$ cat src/rtl/fp_addsub_pkg.sv
`default_nettype none
// ============================================================================
// Module   : fp_addsub_pkg
// Brief    : Shared states, constants and field helpers for the sequenced
//            single-precision add/subtract unit.
// Revision : 1.0
// ============================================================================
package fp_addsub_pkg;

    typedef enum logic [2:0] {
        IDLE    = 3'd0,
        CHECK   = 3'd1,
        COMPARE = 3'd2,
        ALIGN   = 3'd3,
        ADD     = 3'd4,
        NORM    = 3'd5,
        ROUND   = 3'd6,
        DONE    = 3'd7
    } state_t;

    localparam logic [31:0] QNAN    = 32'h7FC0_0000;
    localparam logic [7:0]  EXP_MAX = 8'hFF;
    // {carry, hidden, 23 fraction, guard, round, sticky}
    localparam int          MANT_W  = 28;

    // Denormals are not supported: a zero exponent collapses to signed zero.
    function automatic logic [31:0] flush_zero(input logic [31:0] f);
        return (f[30:23] == 8'd0) ? {f[31], 31'd0} : f;
    endfunction

    function automatic logic is_nan(input logic [31:0] f);
        return (f[30:23] == EXP_MAX) && (f[22:0] != 23'd0);
    endfunction

    function automatic logic is_inf(input logic [31:0] f);
        return (f[30:23] == EXP_MAX) && (f[22:0] == 23'd0);
    endfunction

endpackage
`default_nettype wire

$ cat src/rtl/fp_round_rne.sv
`default_nettype none
// ============================================================================
// Module   : fp_round_rne
// Brief    : Round-to-nearest-even and IEEE-754 packing of a normalized
//            {hidden, fraction, G, R, S} mantissa.
// Revision : 1.0
// ============================================================================
module fp_round_rne
    import fp_addsub_pkg::*;
(
    input  logic              sign,
    input  logic [7:0]        expo,
    input  logic [MANT_W-2:0] mant,
    output logic [31:0]       result
);

    logic        w_inc;
    logic [24:0] w_sig;
    logic [8:0]  w_exp;
    logic [22:0] w_frac;

    assign w_inc  = mant[2] & (mant[1] | mant[0] | mant[3]);
    assign w_sig  = {1'b0, mant[26:3]} + {24'd0, w_inc};
    // Rounding out of the top bit leaves a power of two: drop one bit, bump exponent.
    assign w_exp  = {1'b0, expo} + {8'd0, w_sig[24]};
    assign w_frac = w_sig[24] ? w_sig[23:1] : w_sig[22:0];

    assign result = (w_exp >= {1'b0, EXP_MAX}) ? {sign, EXP_MAX, 23'd0}
                                               : {sign, w_exp[7:0], w_frac};

endmodule
`default_nettype wire

$ cat src/rtl/fp_addsub_sequencer.sv
`default_nettype none
// ============================================================================
// Module   : fp_addsub_sequencer
// Brief    : Multi-cycle IEEE-754 single-precision add/subtract with
//            valid/ready request and result ports.
// Revision : 1.0
// ============================================================================
module fp_addsub_sequencer
    import fp_addsub_pkg::*;
#(
    parameter int DATA_WIDTH = 32,
    parameter int MENT_WIDTH = 23,
    parameter int EXPO_WIDTH = 8,
    parameter int MAX_ALIGN  = 26
) (
    input  logic                  clk_in,
    input  logic                  rst_n_in,
    input  logic                  in_valid_in,
    output logic                  in_ready_out,
    input  logic [DATA_WIDTH-1:0] floating1_in,
    input  logic [DATA_WIDTH-1:0] floating2_in,
    input  logic                  opcode_in,
    output logic                  out_valid_out,
    input  logic                  out_ready_in,
    output logic [DATA_WIDTH-1:0] result_out,
    output logic                  busy_out
);

    localparam int                    SIGN_BIT  = DATA_WIDTH - 1;
    localparam int                    EXP_LSB   = MENT_WIDTH;
    localparam int                    EXP_MSB   = MENT_WIDTH + EXPO_WIDTH - 1;
    localparam int                    MW        = MANT_W - 1;
    localparam logic [EXPO_WIDTH-1:0] ALIGN_CAP = EXPO_WIDTH'(MAX_ALIGN + 1);
    localparam logic [EXPO_WIDTH-1:0] EXP_ONE   = EXPO_WIDTH'(1);

    state_t                  r_state;
    logic                    r_in_ready;
    logic                    r_out_valid;
    logic [DATA_WIDTH-1:0]   r_result;
    logic [DATA_WIDTH-1:0]   r_op_a;
    logic [DATA_WIDTH-1:0]   r_op_b;
    logic                    r_sign;
    logic                    r_eff_sub;
    logic [EXPO_WIDTH-1:0]   r_exp;
    logic [EXPO_WIDTH-1:0]   r_shift_cnt;
    logic [MW-1:0]           r_ma;
    logic [MW-1:0]           r_mb;
    logic [MANT_W-1:0]       r_sum;

    logic [DATA_WIDTH-1:0]   w_fa;
    logic [DATA_WIDTH-1:0]   w_fb;
    logic                    w_inf_a;
    logic                    w_inf_b;
    logic                    w_nan_res;
    logic                    w_swap;
    logic [DATA_WIDTH-1:0]   w_big;
    logic [DATA_WIDTH-1:0]   w_small;
    logic [EXPO_WIDTH-1:0]   w_diff;
    logic [MW-1:0]           w_big_m;
    logic [MW-1:0]           w_small_m;
    logic [DATA_WIDTH-1:0]   w_rounded;

    assign w_fa      = flush_zero(r_op_a);
    assign w_fb      = flush_zero(r_op_b);
    assign w_inf_a   = is_inf(w_fa);
    assign w_inf_b   = is_inf(w_fb);
    assign w_nan_res = is_nan(w_fa) | is_nan(w_fb)
                     | (w_inf_a & w_inf_b & (w_fa[SIGN_BIT] ^ w_fb[SIGN_BIT]));

    // Exponent sits above the fraction, so one unsigned compare orders magnitudes.
    assign w_swap    = r_op_b[SIGN_BIT-1:0] > r_op_a[SIGN_BIT-1:0];
    assign w_big     = w_swap ? r_op_b : r_op_a;
    assign w_small   = w_swap ? r_op_a : r_op_b;
    assign w_diff    = w_big[EXP_MSB:EXP_LSB] - w_small[EXP_MSB:EXP_LSB];
    assign w_big_m   = {|w_big[EXP_MSB:EXP_LSB],   w_big[MENT_WIDTH-1:0],   3'b000};
    assign w_small_m = {|w_small[EXP_MSB:EXP_LSB], w_small[MENT_WIDTH-1:0], 3'b000};

    fp_round_rne u_round (
        .sign   (r_sign),
        .expo   (r_exp),
        .mant   (r_sum[MW-1:0]),
        .result (w_rounded)
    );

    always_ff @(posedge clk_in or negedge rst_n_in) begin
        if (!rst_n_in) begin
            r_state     <= IDLE;
            r_in_ready  <= 1'b1;
            r_out_valid <= 1'b0;
            r_result    <= '0;
            r_op_a      <= '0;
            r_op_b      <= '0;
            r_sign      <= 1'b0;
            r_eff_sub   <= 1'b0;
            r_exp       <= '0;
            r_shift_cnt <= '0;
            r_ma        <= '0;
            r_mb        <= '0;
            r_sum       <= '0;
        end else begin
            case (r_state)
                IDLE: begin
                    if (in_valid_in && r_in_ready) begin
                        r_op_a     <= floating1_in;
                        r_op_b     <= {floating2_in[SIGN_BIT] ^ opcode_in,
                                       floating2_in[SIGN_BIT-1:0]};
                        r_in_ready <= 1'b0;
                        r_state    <= CHECK;
                    end
                end

                CHECK: begin
                    if (w_nan_res) begin
                        r_result    <= QNAN;
                        r_out_valid <= 1'b1;
                        r_state     <= DONE;
                    end else if (w_inf_a) begin
                        r_result    <= w_fa;
                        r_out_valid <= 1'b1;
                        r_state     <= DONE;
                    end else if (w_inf_b) begin
                        r_result    <= w_fb;
                        r_out_valid <= 1'b1;
                        r_state     <= DONE;
                    end else begin
                        r_op_a  <= w_fa;
                        r_op_b  <= w_fb;
                        r_state <= COMPARE;
                    end
                end

                COMPARE: begin
                    r_sign    <= w_big[SIGN_BIT];
                    r_eff_sub <= w_big[SIGN_BIT] ^ w_small[SIGN_BIT];
                    r_exp     <= w_big[EXP_MSB:EXP_LSB];
                    r_ma      <= w_big_m;
                    r_mb      <= w_small_m;
                    if (w_diff == '0) begin
                        r_state <= ADD;
                    end else begin
                        r_shift_cnt <= (w_diff > ALIGN_CAP) ? ALIGN_CAP : w_diff;
                        r_state     <= ALIGN;
                    end
                end

                ALIGN: begin
                    r_mb        <= {1'b0, r_mb[MW-1:2], r_mb[1] | r_mb[0]};
                    r_shift_cnt <= r_shift_cnt - EXP_ONE;
                    if (r_shift_cnt == EXP_ONE) begin
                        r_state <= ADD;
                    end
                end

                ADD: begin
                    r_sum   <= r_eff_sub ? ({1'b0, r_ma} - {1'b0, r_mb})
                                         : ({1'b0, r_ma} + {1'b0, r_mb});
                    r_state <= NORM;
                end

                NORM: begin
                    if (r_sum[MANT_W-1]) begin
                        r_sum   <= {1'b0, r_sum[MANT_W-1:2], r_sum[1] | r_sum[0]};
                        r_exp   <= r_exp + EXP_ONE;
                        r_state <= ROUND;
                    end else if (r_sum == '0) begin
                        r_result    <= '0;
                        r_out_valid <= 1'b1;
                        r_state     <= DONE;
                    end else if (r_sum[MW-1]) begin
                        r_state <= ROUND;
                    end else if (r_exp <= EXP_ONE) begin
                        // Next shift would need a denormal exponent: flush.
                        r_result    <= {r_sign, {(DATA_WIDTH-1){1'b0}}};
                        r_out_valid <= 1'b1;
                        r_state     <= DONE;
                    end else begin
                        r_sum <= {r_sum[MANT_W-2:0], 1'b0};
                        r_exp <= r_exp - EXP_ONE;
                    end
                end

                ROUND: begin
                    r_result    <= w_rounded;
                    r_out_valid <= 1'b1;
                    r_state     <= DONE;
                end

                DONE: begin
                    if (out_ready_in) begin
                        r_out_valid <= 1'b0;
                        r_in_ready  <= 1'b1;
                        r_state     <= IDLE;
                    end
                end

                default: r_state <= IDLE;
            endcase
        end
    end

    assign in_ready_out  = r_in_ready;
    assign out_valid_out = r_out_valid;
    assign result_out    = r_result;
    assign busy_out      = (r_state != IDLE);

endmodule
`default_nettype wire

$ cat config.mk
export PLATFORM = sky130hd
export DESIGN_NAME = fp_addsub_sequencer
export DESIGN_NICKNAME = d
export VERILOG_FILES = /design/src/rtl/fp_addsub_pkg.sv /design/src/rtl/fp_round_rne.sv /design/src/rtl/fp_addsub_sequencer.sv
export SDC_FILE = /design/constraint.sdc
export NUM_CORES = 1
export LEC_CHECK = 0
export BUFFER_PORTS_ARGS = -buffer_cell sky130_fd_sc_hd__buf_2
export CORE_AREA = 2 2 219 221
export CTS_CLUSTER_SIZE = 8
export DETAILED_ROUTE_END_ITERATION = 7
export DIE_AREA = 0 0 221 223
export PLACE_DENSITY = 0.55
export SLEW_MARGIN = 30
export SYNTH_ARGS = -nofsm -noshare
export SYNTH_HDL_FRONTEND = slang
export SYNTH_HIERARCHICAL = 1
export SYNTH_SLANG_ARGS = --single-unit
$ cat constraint.sdc
create_clock -name clk_in -period 4.5 [get_ports clk_in]
set_input_delay 0.45 -clock clk_in [delete_from_list [all_inputs] [get_ports clk_in]]
set_output_delay 0.45 -clock clk_in [all_outputs]
set_load 0.005 [all_outputs]
* After elaboration in Yosys (flattened, before gate mapping)
Cells that the tools add are included.
** Word-level totals
- Register bits after elaboration :: 198
- Bits in latches :: 0
- Output and inout port bits :: 35
- Word-level logic and storage cells :: 159
- Memories kept :: 0
- ROM bits :: 0
- RAM bits :: 0
- Input bits :: 69
** Operators by class
- Shift operators :: 0
- Multiplexer cells :: 63
- Div/mod/pow operators :: 0
- Multipliers :: 0
- Bitwise logic cells :: 11
- $add $sub $neg :: 8
- Magnitude comparators :: 4
- Reduce and logical (&&, ||, !) cells :: 33
- Equality and inequality tests :: 25
** Operators with widths (count)
- two-way mux 32 bit :: 17
- one-hot mux 32 bit (2 select lines) :: 2
- two-way mux 27 bit :: 4
- one-hot mux 32 bit (3 select lines) :: 1
- two-way mux 31 bit :: 3
- one-hot mux 28 bit (2 select lines) :: 1
- one-hot mux 27 bit (2 select lines) :: 1
- two-way mux 8 bit :: 6
- zero test 23 bit :: 2
- nonzero test 23 bit :: 2
- two-way mux 3 bit :: 11
- one-hot mux 8 bit (2 select lines) :: 2
- > comparator 31 bit :: 1
- adder 27 x 27 -> 28 bit :: 1
- zero test 28 bit :: 1
- two-way mux 28 bit :: 1
- subtractor 27 x 27 -> 28 bit :: 1
- adder 24 x 1 -> 25 bit :: 1
- zero test 8 bit :: 3
- one-hot mux 3 bit (8 select lines) :: 1
- two-way mux 23 bit :: 1
- equality test 8 bit (second input constant) :: 2
- != test 2 bit (second input constant) :: 8
- OR reduction 8 bit :: 2
- other kinds (30) :: 69

* Logic depth before layout (Yosys ltp)
- Depth after elaboration :: 9
- Gate-level depth with buffers :: 20
- Depth with buffers taken out :: 16

* Cells and area by module
The synthesis kept the hierarchy.
** Modules (own cells, without submodules)
- fp_addsub_sequencer :: seq. area each 4956.0 um2, area an instance 12958.7 um2, cells each 1546, instances 1
- fp_round_rne :: seq. area each 0.0 um2, area an instance 982.2 um2, cells each 147, instances 1

* Worst setup path after synthesis
No wires, ideal clock.
- Kind :: flip-flop to flip-flop
- Start point :: register r_op_a[20]
- End point :: register r_shift_cnt[2]
- Stages on the path, launching flop included :: 20
- Path slack :: -0.055 ns
- Period minus slack after synthesis :: 4.555 ns
- Data required time :: 4.374 ns
- Setup time :: 0.126 ns
- Buffers on the path :: 3
- Arrival time :: 4.429 ns
- Cell sequence :: dfrtp_1 -> inv_1 -> ha_1 -> a211oi_2 -> nor2_1 -> nor4b_2 -> o22ai_2 -> o21ai_4 -> clkbuf_1 -> clkbuf_1 -> nor2_1 -> a22oi_1 -> ha_1 -> nand3_1 -> a31o_1 -> a2111o_1 -> or4_1 -> buf_2 -> o21a_1 -> a221o_1
** On the way
- Word-level cells in the longest chain between the ends :: 7
- Elaborated cells between the ends (all ways) :: 11
- Those cells by class :: 1 x add/sub; 2 x order compare; 1 x eq/ne; 5 x mux; 2 x reduce/logical
** RTL lines
- start, declared :: RTL line fp_addsub_sequencer.sv:40 : logic [DATA_WIDTH-1:0] r_op_a;
- start signal, assigned :: RTL line fp_addsub_sequencer.sv:104 : r_op_a <= floating1_in;
- start signal, assigned :: RTL line fp_addsub_sequencer.sv:126 : r_op_a <= w_fa;
- > comparator 31 bit (*) :: RTL line fp_addsub_sequencer.sv:71 : assign w_swap = r_op_b[SIGN_BIT-1:0] > r_op_a[SIGN_BIT-1:0];
- two-way mux 32 bit, on equally long branches :: RTL line fp_addsub_sequencer.sv:72, fp_addsub_sequencer.sv:73
- subtractor 8 bit (*) :: RTL line fp_addsub_sequencer.sv:74 : assign w_diff = w_big[EXP_MSB:EXP_LSB] - w_small[EXP_MSB:EXP_LSB];
- > comparator 8 x 5 -> 1 bit :: RTL line fp_addsub_sequencer.sv:141 : r_shift_cnt <= (w_diff > ALIGN_CAP) ? ALIGN_CAP : w_diff;
- two-way mux 8 bit :: RTL line fp_addsub_sequencer.sv:141
- two-way mux 8 bit :: RTL line fp_addsub_sequencer.sv:138 : if (w_diff == '0) begin
- one-hot mux 8 bit (2 select lines) :: RTL line fp_addsub_sequencer.sv:101 : case (r_state)
- end signal, assigned :: RTL line fp_addsub_sequencer.sv:141
- end signal, assigned :: RTL line fp_addsub_sequencer.sv:148 : r_shift_cnt <= r_shift_cnt - EXP_ONE;
- end, declared :: RTL line fp_addsub_sequencer.sv:45 : logic [EXPO_WIDTH-1:0] r_shift_cnt;
Every way passes the cells marked *; elsewhere a longest branch is shown, timed or not. The select of a mux whose other input is x is not followed.
A chain may end at the register's enable or synchronous reset.

* Worst setup path after layout
- Start point :: register r_op_a[24]
- End point :: register r_shift_cnt[2]
** On the way
- Word-level cells in the longest chain between the ends :: 7
- Elaborated cells between the ends (all ways) :: 11
- Those cells by class :: 1 x add/sub; 2 x order compare; 1 x eq/ne; 5 x mux; 2 x reduce/logical
** RTL lines (RTL line)
- > comparator 31 bit :: fp_addsub_sequencer.sv:71
- two-way mux 32 bit, on equally long branches :: fp_addsub_sequencer.sv:72, fp_addsub_sequencer.sv:73
- subtractor 8 bit (*) :: fp_addsub_sequencer.sv:74
- > comparator 8 x 5 -> 1 bit :: fp_addsub_sequencer.sv:141
- two-way mux 8 bit :: fp_addsub_sequencer.sv:141
- two-way mux 8 bit :: fp_addsub_sequencer.sv:138
- one-hot mux 8 bit (2 select lines) :: fp_addsub_sequencer.sv:101
Marks and branches as above.

==> impl_metrics.py <==
metrics = {
    "layout": {
        "design_area_sq_um": 15700,
        "multiInputGateArea_sq_um": 8250,
        "syn2layout_area_growth_pct": 12.7,
        "antenna_cells": 0,
        "layout_common_cells": "196 x dfrtp_1, 178 x a21oi_1, 165 x nor2_1",
        "seqCellArea_sq_um": 4960,
        "final_common_cell": "dfrtp_1",
        "fillerInstances": 5000,
        "nets": 1907,
        "drive_gt1_share_pct": 11.8,
    },
    "setup_path": {
        "worstPathRequired_ps": 4850,
        "cp.arrival_ps": 4660,
        "startpoint_type": "flop",
        "worstSetupPathType": "reg -> reg",
        "end_kind": "flop",
        "crit_fanout": 5,
    },
    "route": {
        "routed-via-count": 12673,
        "wire_per_inst_um": 18.0,
        "routed_wl_mm": 42.8,
        "drcViolationCount": 10,
        "drt_iter0_markers": 894,
        "ant_nets": 0,
        "viasPerCell": 5.34,
        "dr.pass1.iters": 8,
    },
    "place": {
        "io_buffers": 103,
        "dp_hpwl_mm": 32.4,
        "place_area_sq_um": 15100,
        "gp_congestion": 0.883,
    },
    "cts": {
        "cts_tree": "yes",
        "cts-root-buf": "clkbuf_16",
        "cts_buffers": 17,
        "clockBufferDepth": 2,
        "ctsHtreeMaxLevel": 4,
        "clock_latency_ps": 460,
        "cts_sinks": 198,
        "clkSlewWorstSetupHoldPaths_ps": 70,
    },
    "timing": {
        "setup_violations": 0,
        "hold_viol": 0,
        "slew_headroom_pct": 45.2,
        "rsz0062_at_grt": "false",
        "clock.fmax_mhz": 232,
        "slew_violations": 0,
        "final.period_utilization_pct": 95.7,
        "tightest_slew_ps": 801,
        "period_needed_ps": 4310,
        "clock_skew_ps": 11.3,
        "tns_ps": 0,
    },
    "floorplanning": {
        "die-area_sq_um": 49300,
        "rows": 80,
        "die_h_um": 223,
        "start_util_pct": 29.6,
        "coreArea_sq_um": 47100,
        "io_pins": 104,
        "die_width_um": 221,
    },
    "pwr": {
        "power_density_nw_per_um2": 211,
        "vdd_ir_drop_max_mv": 0.202,
        "power_mw": 3.32,
        "power.leakage_nw": 6.95,
    },
    "yosys": {
        "synth-edff-count": 0,
        "synthCells": 1693,
        "netlist_area_sq_um": 13900,
        "synthFlopType": "dfrtp_1",
        "avgSynthCellArea_sq_um": 8.23,
        "synth_fp_nets": 1852,
        "yosysSeqAreaShare_pct": 35.6,
        "ys_warn_count": 6,
        "ys_async_sr_fraction_pct": 100,
        "synth.distinct_cells": 83,
        "ys_ff_latch": 198,
    },
    "grt": {
        "antenna_found_initial": 1,
        "overflow": 0,
        "grt_pass1_vias": 12124,
        "grt_pass1_wl_mm": 68.8,
        "track_usage_pct": 17.4,
        "grt_max_degree": 145,
    },
    "hold_path": {
        "hp-class": "in -> reg",
    },
    "run_status": {
        "violations": "design-rule violations",
        "status": "finished with violations",
    },
    "flow_run": {
        "maxCapViolCount": 0,
    },
}
==> metal layers <==
metal  up-vias  wire, um  global-route usage (%)
li1       6242         -                       -
met1      6086     21800                    25.6
met2       304     18400                    26.0
met3        39      1890                    3.21
met4         2       702                    4.68
met5         -         4                       0
==> registers in the layout (all words and copies together), names as in the netlist <==
register / count
result_out: 32
in_ready_out: 1
r_exp: 8
r_ma: 24
r_op_a: 32
r_op_b: 32
r_sum: 28
r_shift_cnt: 8
r_state: 3
out_valid_out: 1
r_mb: 27
r_eff_sub: 1
r_sign: 1
==> through the flow <==
stage,setup WS (ps),std cells,hold slack [ps],util [%]
floorplan,16.3,1693,154,-
global placement,145,2342,467,32.1
detailed placement,41.4,2342,468,32.1
CTS,28.2,2374,167,33.3
global route,18.5,2375,182,33.3
finish,194,2375,195,33.3
==> worst max-delay path, cell delays in order (launching register included) <==
cell and delay [ps]:
dfrtp_1 410, inv_1 70, ha_1 370, a211oi_1 320
o21bai_1 170, a21oi_1 220, o22ai_2 130, o21ai_4 230
nor2_1 60, a22oi_1 190, ha_1 280, nand3_1 130
a31o_1 250, a2111o_1 350, or4_1 440, o21a_1 260
a221o_1 300
==> synthesized netlist by cell type, types with 10 or more instances <==
library cell | instances | share of area [%]
xnor2_1 | 29 | 1.8
nor3_1 | 32 | 1.1
inv_1 | 98 | 2.6
a21o_1 | 15 | 0.81
nand2_1 | 163 | 4.4
nand3_1 | 37 | 1.3
o21bai_1 | 12 | 0.65
nor4_1 | 27 | 1.2
nand2b_1 | 25 | 1.1
a31oi_1 | 18 | 0.81
o31ai_1 | 12 | 0.65
a222oi_1 | 18 | 1.3
nor2_1 | 169 | 4.6
or3_1 | 10 | 0.45
mux2i_1 | 11 | 0.79
a211oi_1 | 17 | 0.92
a21oi_1 | 178 | 6.4
dfrtp_1 | 197 | 35
mux2_2 | 11 | 0.89
ha_1 | 89 | 8.0
o21ai_1 | 22 | 0.79
a22o_1 | 69 | 4.3
nand4_1 | 20 | 0.90
o211ai_1 | 10 | 0.54
o21ai_0 | 137 | 4.9
nor2b_1 | 12 | 0.54
clkbuf_1 | 82 | 2.2
xor2_1 | 25 | 1.6
==> layout make-up <==
class | instances | area share (%)
multi-input cells | 1291 | 52.5
repair buffers | 141 | 5.29
clock inverters | 8 | 0.430
inverters | 99 | 2.36
well taps | 615 | 4.90
clock buffers | 23 | 2.98
flip-flops and latches | 198 | 31.5
==> cell families (layout without fill, tap and decap cells) <==
| kind of cell | Yosys count | count (layout) | share of synthesized area (%) |
|---|---|---|---|
| and+or+nand+nor | 544 | 544 | 18.4 |
| xor gates and xnor gates | 54 | 54 | 3.39 |
| DFF | 198 | 198 | 35.6 |
| adders and majority gates | 90 | 90 | 8.13 |
| buffers and inverters | 204 | 271 | 5.78 |
| muxes | 25 | 25 | 1.92 |
| AOI/OAI and AO/OA | 578 | 578 | 26.8 |
==> final timing paths <==
kind	start	end	slack [ps]	cells past startpoint
worst max-delay path	r_op_a[24]	r_shift_cnt[2]	190	16
worst min-delay path	floating1_in[29]	r_op_a[29]	190	3
worst max register to register	r_op_a[24]	r_shift_cnt[2]	190	16
worst min register to register	result_out[26]	result_out[26]	480	2
max in group asynchronous	rst_n_in	r_op_a[22]	2790	3
min in group asynchronous	rst_n_in	result_out[27]	540	2
==> power by group <==
part / switching [mW] / internal (mW) / leakage, nW
clock network: 0.726 / 0.742 / 0.260
registers: 0 / 1.78 / 2.68
logic: 0.0480 / 0.0250 / 4.01
total: 0.774 / 2.55 / 6.95
==> what timing repair did <==
item	in CTS	in global routing
endpoints found under the hold margin	53	0
hold buffers	1	0
resized for setup	0	3
buffers inserted	0	0
setup endpoints to repair	0	10
Note: power is estimated with default switching activity, not from simulation.
